<file path="config.mk">
export PLATFORM = sky130hd
export DESIGN_NAME = sram_arbiter
export DESIGN_NICKNAME = d
export VERILOG_FILES = /design/src/rtl/sram_arb_pkg.sv /design/src/rtl/rr_pick4.sv /design/src/rtl/sram_arbiter.sv
export SDC_FILE = /design/constraint.sdc
export NUM_CORES = 1
export LEC_CHECK = 0
export ABC_AREA = 1
export CAP_MARGIN = 25
export CORE_AREA = 2 2 382 384
export CTS_BUF_LIST = sky130_fd_sc_hd__clkbuf_8 sky130_fd_sc_hd__clkbuf_16
export DETAILED_ROUTE_END_ITERATION = 7
export DIE_AREA = 0 0 384 386
export PLACE_DENSITY = 0.31
export SLEW_MARGIN = 20
export SYNTH_ARGS = -nofsm -noshare
export SYNTH_HDL_FRONTEND = slang
export SYNTH_HIERARCHICAL = 1
export SYNTH_SLANG_ARGS = --single-unit
</file>
<file path="constraint.sdc">
create_clock -name clk -period 6.16 [get_ports clk]
set_input_delay 1.54 -clock clk [delete_from_list [all_inputs] [get_ports clk]]
set_output_delay 1.54 -clock clk [all_outputs]
set_load 0.01 [all_outputs]
</file>
<file path="src/rtl/sram_arb_pkg.sv">
// Shared constants for the SRAM arbiter: geometry, packed mem_in field offsets
// and the deselected (idle) mem_in word.
package sram_arb_pkg;

    localparam int ADDR_W   = 11;
    localparam int DATA_W   = 128;
    localparam int MEM_W    = DATA_W + ADDR_W + 2;

    localparam int CEN_BIT  = 140;
    localparam int WEN_BIT  = 139;
    localparam int ADDR_LSB = 128;

    // CEN and WEN are active-low, so idle means both high with zero address/data.
    localparam logic [MEM_W-1:0] MEM_IDLE = {2'b11, {(MEM_W-2){1'b0}}};

endpackage

</file>
<file path="src/rtl/rr_pick4.sv">
// Combinational 4-way rotating-priority picker: search starts one past
// last_grant and wraps mod 4; returns a one-hot grant and its index.
module rr_pick4 (
    input  logic [3:0] req,
    input  logic [1:0] last_grant,
    output logic [3:0] grant,
    output logic [1:0] idx
);

    logic [1:0] cand;
    logic       found;

    always_comb begin
        grant = '0;
        idx   = last_grant;
        cand  = last_grant;
        found = 1'b0;
        // k = 4 wraps back to last_grant itself, so it only wins when alone.
        for (int k = 1; k <= 4; k++) begin
            cand = last_grant + 2'(k);
            if (!found && req[cand]) begin
                found       = 1'b1;
                grant[cand] = 1'b1;
                idx         = cand;
            end
        end
    end

endmodule

</file>
<file path="src/rtl/sram_arbiter.sv">
// Round-robin arbiter serializing four requesters onto one single-port SRAM.
// Define SRAM_ARB_LOCK_EN to enable bounded burst locking through req_lock.
module sram_arbiter #(
    parameter int NUM_REQ  = 4,
    parameter int ADDR_W   = 11,
    parameter int DATA_W   = 128,
    parameter int LOCK_MAX = 16
) (
    input  logic                      clk,
    input  logic                      reset,
    input  logic [NUM_REQ-1:0]        req,
    input  logic [NUM_REQ-1:0]        req_we,
    input  logic [NUM_REQ*ADDR_W-1:0] req_addr,
    input  logic [NUM_REQ*DATA_W-1:0] req_data,
    input  logic [NUM_REQ-1:0]        req_lock,
    output logic [NUM_REQ-1:0]        ack,
    output logic [NUM_REQ-1:0]        rd_valid,
    output logic [DATA_W-1:0]         rd_data,
    output logic [DATA_W+ADDR_W+1:0]  mem_in,
    input  logic [DATA_W-1:0]         mem_out
);
    import sram_arb_pkg::*;

    localparam logic [5:0] LOCK_MAX_W = 6'(LOCK_MAX);

    logic [3:0] pick_grant;
    logic [1:0] pick_idx;
    logic [1:0] last_grant;
    logic [3:0] grant;
    logic [1:0] gidx;

    rr_pick4 u_pick (
        .req        (req),
        .last_grant (last_grant),
        .grant      (pick_grant),
        .idx        (pick_idx)
    );

`ifdef SRAM_ARB_LOCK_EN
    logic [4:0] lock_cnt;
    logic [5:0] cnt_inc;
    logic       hold;

    // lock_cnt counts beats already granted to last_grant under lock; zero means no lock.
    assign hold    = (lock_cnt != 5'd0) && req[last_grant] && req_lock[last_grant];
    assign cnt_inc = {1'b0, lock_cnt} + 6'd1;

    always_comb begin
        grant = pick_grant;
        gidx  = pick_idx;
        if (hold) begin
            grant = 4'b0001 << last_grant;
            gidx  = last_grant;
        end
    end

    always_ff @(posedge clk or negedge reset) begin
        if (!reset) begin
            lock_cnt <= '0;
        end else if (hold) begin
            lock_cnt <= (cnt_inc == LOCK_MAX_W) ? 5'd0 : cnt_inc[4:0];
        end else if (|grant && req_lock[gidx]) begin
            lock_cnt <= (LOCK_MAX_W <= 6'd1) ? 5'd0 : 5'd1;
        end else begin
            lock_cnt <= '0;
        end
    end
`else
    logic unused_lock;

    assign grant       = pick_grant;
    assign gidx        = pick_idx;
    assign unused_lock = ^{req_lock, LOCK_MAX_W};
`endif

    // Handshake: req is held high until ack; ack marks the cycle the access
    // reaches the SRAM, and the requester may change its fields on that edge.
    always_comb begin
        ack    = '0;
        mem_in = MEM_IDLE;
        if (reset && |grant) begin
            ack                         = grant;
            mem_in[CEN_BIT]             = 1'b0;
            mem_in[WEN_BIT]             = ~req_we[gidx];
            mem_in[ADDR_LSB +: ADDR_W]  = req_addr[gidx*ADDR_W +: ADDR_W];
            mem_in[DATA_W-1:0]          = req_data[gidx*DATA_W +: DATA_W];
        end
    end

    always_ff @(posedge clk or negedge reset) begin
        if (!reset) begin
            last_grant <= 2'd3;
            rd_valid   <= '0;
        end else begin
            rd_valid <= ack & ~req_we;
            if (|ack) begin
                last_grant <= gidx;
            end
        end
    end

    assign rd_data = mem_out;

endmodule

</file>
## Word level (Yosys, flattened, before mapping)

Index checks and enable logic that the tools add are counted.

| storage, ports and cells | value |
|---|---|
| word-level logic and storage cells | 67 |
| memories kept | 0 |
| flip-flop bits (word level) | 6 |
| memory bits (writable) | 0 |
| output and inout bits | 277 |
| input port bits | 698 |
| bits in latches | 0 |
| memory bits (read-only) | 0 |

| operators by class | value |
|---|---|
| reductions and logical operators | 13 |
| $add $sub $neg | 3 |
| bitwise gates (word level) | 6 |
| multipliers | 1 |
| divide/modulo/power cells | 0 |
| shifts and indexed selects | 2 |
| equality and inequality tests | 0 |
| magnitude comparators | 9 |
| multiplexer cells | 31 |

Operator list:

| operator | number |
|---|---|
| 512-bit by 10-bit variable part select with 128-bit output | 1 |
| 141-bit two-way mux | 1 |
| 44-bit by 7-bit variable part select with 11-bit output | 1 |
| 4-bit two-way mux | 5 |
| 2-bit by 3-bit < comparator with 1-bit output (second input constant) | 5 |
| 1-bit two-way mux | 12 |
| 4-bit bitwise OR | 3 |
| 1-bit binary-select mux with 2-bit select | 5 |
| 1-bit demux with 2-bit select | 4 |
| 2-bit by 1-bit greater-or-equal comparator with 1-bit output (second input constant) | 4 |
| 1-bit logical AND | 8 |
| 2-bit two-way mux | 4 |
| 4-bit OR reduction | 2 |
| 2-bit by 4-bit multiplier with 6-bit output (second input constant) | 1 |
| 2-bit adder (second input constant) | 2 |
| 4-bit bitwise AND | 1 |
| 4-bit NOT | 1 |
| 1-bit zero test | 3 |
| 2-bit by 1-bit adder with 2-bit output (second input constant) | 1 |
| 1-bit NOT | 1 |

## Depth between registers and ports, before layout

Gate-level depths: netlist of the first run.

| depth | value |
|---|---|
| depth in word-level cells | 17 |
| gate-level depth with buffers | 17 |
| mapped depth without buffers | 15 |

## By module

Netlist of the first run, hierarchy kept.

By module, submodules not included:

| module | seq. area each (um^2) | area an instance (um^2) | cells each | times used |
|---|---|---|---|---|
| sram_arbiter | 152.6 | 7992.7 | 1803 | 1 |
| rr_pick4 | 0.0 | 493.0 | 76 | 1 |

## Worst setup path after synthesis of the first run

OpenSTA, ideal clock, no wires.

| timing path | value |
|---|---|
| path kind | input port to output port |
| start | input port req[0] |
| end | output port mem_in[100] |
| data required time | 4.620 ns |
| path slack | 1.634 ns |
| arrival | 2.986 ns |
| stages | 14 |
| buffers on the path | 3 |
| cell sequence | nand2_1 -> nand2_4 -> nand2_4 -> nand2_4 -> nor2_8 -> nor2_1 -> nand2_1 -> nand2_1 -> buf_2 -> buf_4 -> buf_2 -> nand2_1 -> nand3_1 -> a21oi_1 |

| on the way | value |
|---|---|
| elaborated cells on any way between the ends | 32 |
| classes of those cells | shift (1); mux (20); bitwise (3); reduce/logical (8) |

RTL lines:

| element | line | RTL |
|---|---|---|
| start: declaration | sram_arbiter.sv:11 | `input logic [NUM_REQ-1:0] req,` |
| 1-bit binary-select mux with 2-bit select | rr_pick4.sv:21 | `if (!found && req[cand]) begin` |
| 1-bit two-way mux (implied by the code) | rr_pick4.sv:21 |  |
| 1-bit two-way mux | rr_pick4.sv:21 |  |
| 1-bit zero test | rr_pick4.sv:21 |  |
| 1-bit logical AND | rr_pick4.sv:21 |  |
| 1-bit two-way mux | rr_pick4.sv:21 |  |
| 1-bit zero test | rr_pick4.sv:21 |  |
| 1-bit logical AND | rr_pick4.sv:21 |  |
| 1-bit two-way mux | rr_pick4.sv:21 |  |
| 1-bit zero test | rr_pick4.sv:21 |  |
| 1-bit logical AND | rr_pick4.sv:21 |  |
| 2-bit two-way mux (*) | rr_pick4.sv:21 |  |
| net gidx[0] | sram_arbiter.sv:30 | `logic [1:0] gidx;` |
| 512-bit by 10-bit variable part select with 128-bit output (*) | sram_arbiter.sv:86 | `mem_in[DATA_W-1:0] = req_data[gidx*DATA_W +: DATA_W];` |
| 141-bit two-way mux (*) | sram_arbiter.sv:81 | `if (reset && \|grant) begin` |
| end: declaration | sram_arbiter.sv:19 | `output logic [DATA_W+ADDR_W+1:0] mem_in,` |

The timed path passes the listed nets; every way through them passes the cells marked *. The select of a mux whose other input is x is not followed.

## Worst setup path in the final report of the first run

| timing path | value |
|---|---|
| start | input port req[1] |
| end | output port mem_in[37] |

The elaborated chain is that of the path after synthesis.

==> metrics.md, run 1 <==
| Metric | Value |
|---|---|
| Gate Count Post-Synth | `between 1.5k and 2k` |
| Die Footprint | `0.148 mm^2` |
| Worst R2R Start | `last_grant[0]` |
| IO Port Bufs | `714` |
| Nets | `3150` |
| Area growth, synth to finish | `109%` |
| Power, Total | `11.8 mW` |
| DR pass1 iterations | `5` |
| Min-Delay Endpoint | `last_grant[1]` |
| Final ANT Viol Nets | `0` |
| Clk_lat worst skew | `230 ps` |
| First-pass GRT wire length | `102000 um` |
| CP Launch Point | `req[1]` |
| Cell Count, Final, Fillers Out | `roughly 4.4k` |
| R2r setup slk | `between 3000 and 4000 ps` |
| Setup TNS | `0 ps` |
| Combinational Power Share | `98.4%` |
| Leak Pwr | `8.81 nW` |
| Hold Path Class | `flop to flop` |
| Sw Share | `58.0%` |
| Worst stage delay on the critical path | `about 570 ps` |
| Crit path kind | `input port to primary output` |
| Mux cell area share after synthesis | `0%` |
| Total global routing track utilization | `9.71%` |
| Per-cell routed wire length | `17.6 um` |
| Largest net degree at the start of global routing | `63` |
| Synth area leaders | `nand2_1 26%, inv_1 25%, nand3_1 17%` |
| Layout cell share with drive strength beyond 1 | `5.32%` |
| Fin worst setup slack | `~150 ps` |
| Setup violators final | `0` |
| Clock buffer depth | `2` |
| Net Count, Synth | `2585` |
| Die Wd | `between 300 and 400 um` |
| Via density | `2.96` |
| Final Wtd Congestion | `0.829` |
| Main combinational cell family by area after synthesis | `simple AND/OR/NAND/NOR gates` |
| Design Area, Final | `between 0.015 and 0.02 mm^2` |
| Critical path arrival | `4470 ps` |
| Placed Cells | `4356` |
| Max Cap Viol | `0` |
| FF+latch area | `153 um^2` |
| Final Skew | `0.261 ps` |
| Seq cells post-synth | `6` |
| Final Hold Slack | `555 ps` |
| RSZ-0062 raised after global routing | `true` |
| Mapped Area | `0.00849 mm^2` |
| Worst Setup End Kind | `primary output` |
| Max-slew violations | `0` |
| P_int | `4.97 mW` |
| Fill cell count | `17.2k` |
| Clock transition at path regs | `30 ps` |
| Compound-Gate Fraction of Synth Area | `9.20%` |
| Most used cell, CP | `nand2_1` |
| Clock root cell | `clkbuf_16` |
| DRT iter0 DRCs | `514` |
| Net switching power | `6.85 mW` |
| Pwr Density | `666 mW/mm^2` |
| Simple-Gate Fraction of Synth Area | `45.5%` |
| Reg power frac | `0.7%` |
| Tmin final | `approximately 6000 ps` |
| CTS HTree Levels | `1` |
| Slew HR | `68.8%` |
| CP Max Fanout | `23` |
| VDD IR max | `0.406 mV` |
| Wirelength, routed | `77000 um` |
| Hold Startpoint | `last_grant[1]` |
| Placement Cell Area | `0.0176 mm^2` |
| Power share of the clock group | `0.9%` |
| Die extent in y | `386 um` |
| CTS tree | `done` |
| Adder-cell area share of the yosys netlist | `1.18%` |
| Area leader, netlist | `nand2_1` |
| Status | `finished, final reports clean` |
| Critical-path top delay cell | `clkdlybuf4s50_1` |
| Register area share after synthesis | `1.80%` |
| I/O Pins | `between 900 and 1k` |
| Fmax | `0.166 GHz` |
| Worst r2r path cells | `15` |
| Residual DRC | `0` |
| Post-DP HPWL | `67800 um` |
| Fin crit share | `97.6%` |
| Initial antenna violation count | `36` |
| Critical path required time | `4620 ps` |
| Worst slew pin tran | `between 400 and 500 ps` |
| Yosys top cell area share | `26.1%` |
| Synth warn | `6` |
| Multi-input gate area | `0.00477 mm^2` |
| GRT overflow | `0` |
| Post-synth cell types | `24` |
| Syn avg cell area | `4.52 um^2` |
| CP Cell Sequence | `clkdlybuf4s50_1 > nand2_1 > nand3_2 > nand2_4 > nor2_8 > nand2_2 > nand2_1 > nand2_1 > nand2_4 > buf_12 > buf_12 > nand3_1 > a21oi_1 > clkdlybuf4s50_1` |
| Worst r2r dst | `last_grant[0]` |
| Starting Density | `5.87%` |
| # clock sinks | `6` |
| CORE AREA | `0.145 mm^2` |
| Pre-CTS setup slack | `approximately 160 ps` |
| Via count | `12.9k` |
| WHS Path Cells | `2` |
| Vias in the first global route | `12.7k` |
| Startpoint Class | `input port` |
| XOR/XNOR share of the synthesized area | `0%` |
| Layout Utilization | `roughly 12%` |
| Row count | `140` |
| CTS buffer count | `3` |
| Final hold viol count | `0` |
layout make-up:
| type | instances | share of cell area (%) |
|---|---|---|
| Timing Repair Buffer | 797 | 46.1 |
| Antenna cell | 4 | 0.0564 |
| Clock buffer | 3 | 0.423 |
| Inverter | 569 | 12.1 |
| Sequential cell | 6 | 0.860 |
| Clock inverter | 1 | 0.0212 |
| Multi-Input combinational cell | 1067 | 26.9 |
| Tap cell | 1917 | 13.5 |
cell families after synthesis:
| kind of cell | Yosys count |
|---|---|
| fa+ha+maj | 8 |
| simple gates | 905 |
| flops | 6 |
| compound gates | 154 |
| buf+inv | 806 |
flip-flops by register name, summed over array words and instances, names as in the netlist:
name        flops
last_grant      2
rd_valid        4
cells in the mapped netlist (all sizes together):
master  instances
buf           200
nand2         597
nand3         293
ha              8
nor2           13
a21oi         145
inv           569
and2            1
dfrtp           4
a21boi          4
clkbuf         37
nor3            1
o21ai           5
dfstp           2
routing by layer:
layer / share of wire, % / track usage (%)
met1: 43 / 12.9
met2: 45 / 15.5
met3: 9.6 / 3.07
met4: 2.2 / 1.53
met5: 0.090 / 0
worst max-delay path by stage:
stage / endpoint / cells after the start / slack [ps]
floorplan: mem_in[100] / 14 / 1630
finish: mem_in[37] / 14 / 150
detailed placement: mem_in[71] / 15 / 160
CTS: mem_in[13] / 14 / 150
global placement: mem_in[13] / 14 / 140
global route: mem_in[33] / 15 / -10
critical path: cells and delay by family:
| kind | cells | cell delay [ps] |
|---|---|---|
| AND/OR/NAND/NOR | 9 | 1130 |
| AO/OA/AOI/OAI | 1 | 230 |
| buffers and inverters | 4 | 1490 |
repair_timing:
item | in CTS | in global routing
endpoints found under the setup margin | 0 | 28
setup buffers | 0 | 0
hold buffers | 0 | 0
gates resized for setup | 0 | 6
cells in the final DEF (no fill, tap or decap), drive strengths merged:
cell type,n
nor3,1
dfrtp,4
diode,4
nand3,293
a21boi,4
inv,569
a21oi,145
dfstp,2
clkdlybuf4s50,691
nor2,13
clkbuf,3
o21ai,5
ha,8
clkinv,1
dlymetal6s2s,3
and2,1
nand2,597
buf,103
power by group through the flow:
stage,Sequential [mW],Clock [mW],Combinational [mW]
floorplan,0.0779,0,5.40
global placement,0.0821,0,11.9
detailed placement,0.0822,0,11.9
CTS,0.0817,0.109,11.9
global route,0.0849,0.113,12.8
finish,0.0818,0.107,11.6
Power figures use the tool's default switching activity.
==> inputs of run 2 (changes only) <==
Settings changed: GPL_ROUTABILITY_DRIVEN from default to 1.
==> results of run 2 <==
Same layout as run 1: the final DEF is identical, and so are final timing and power.
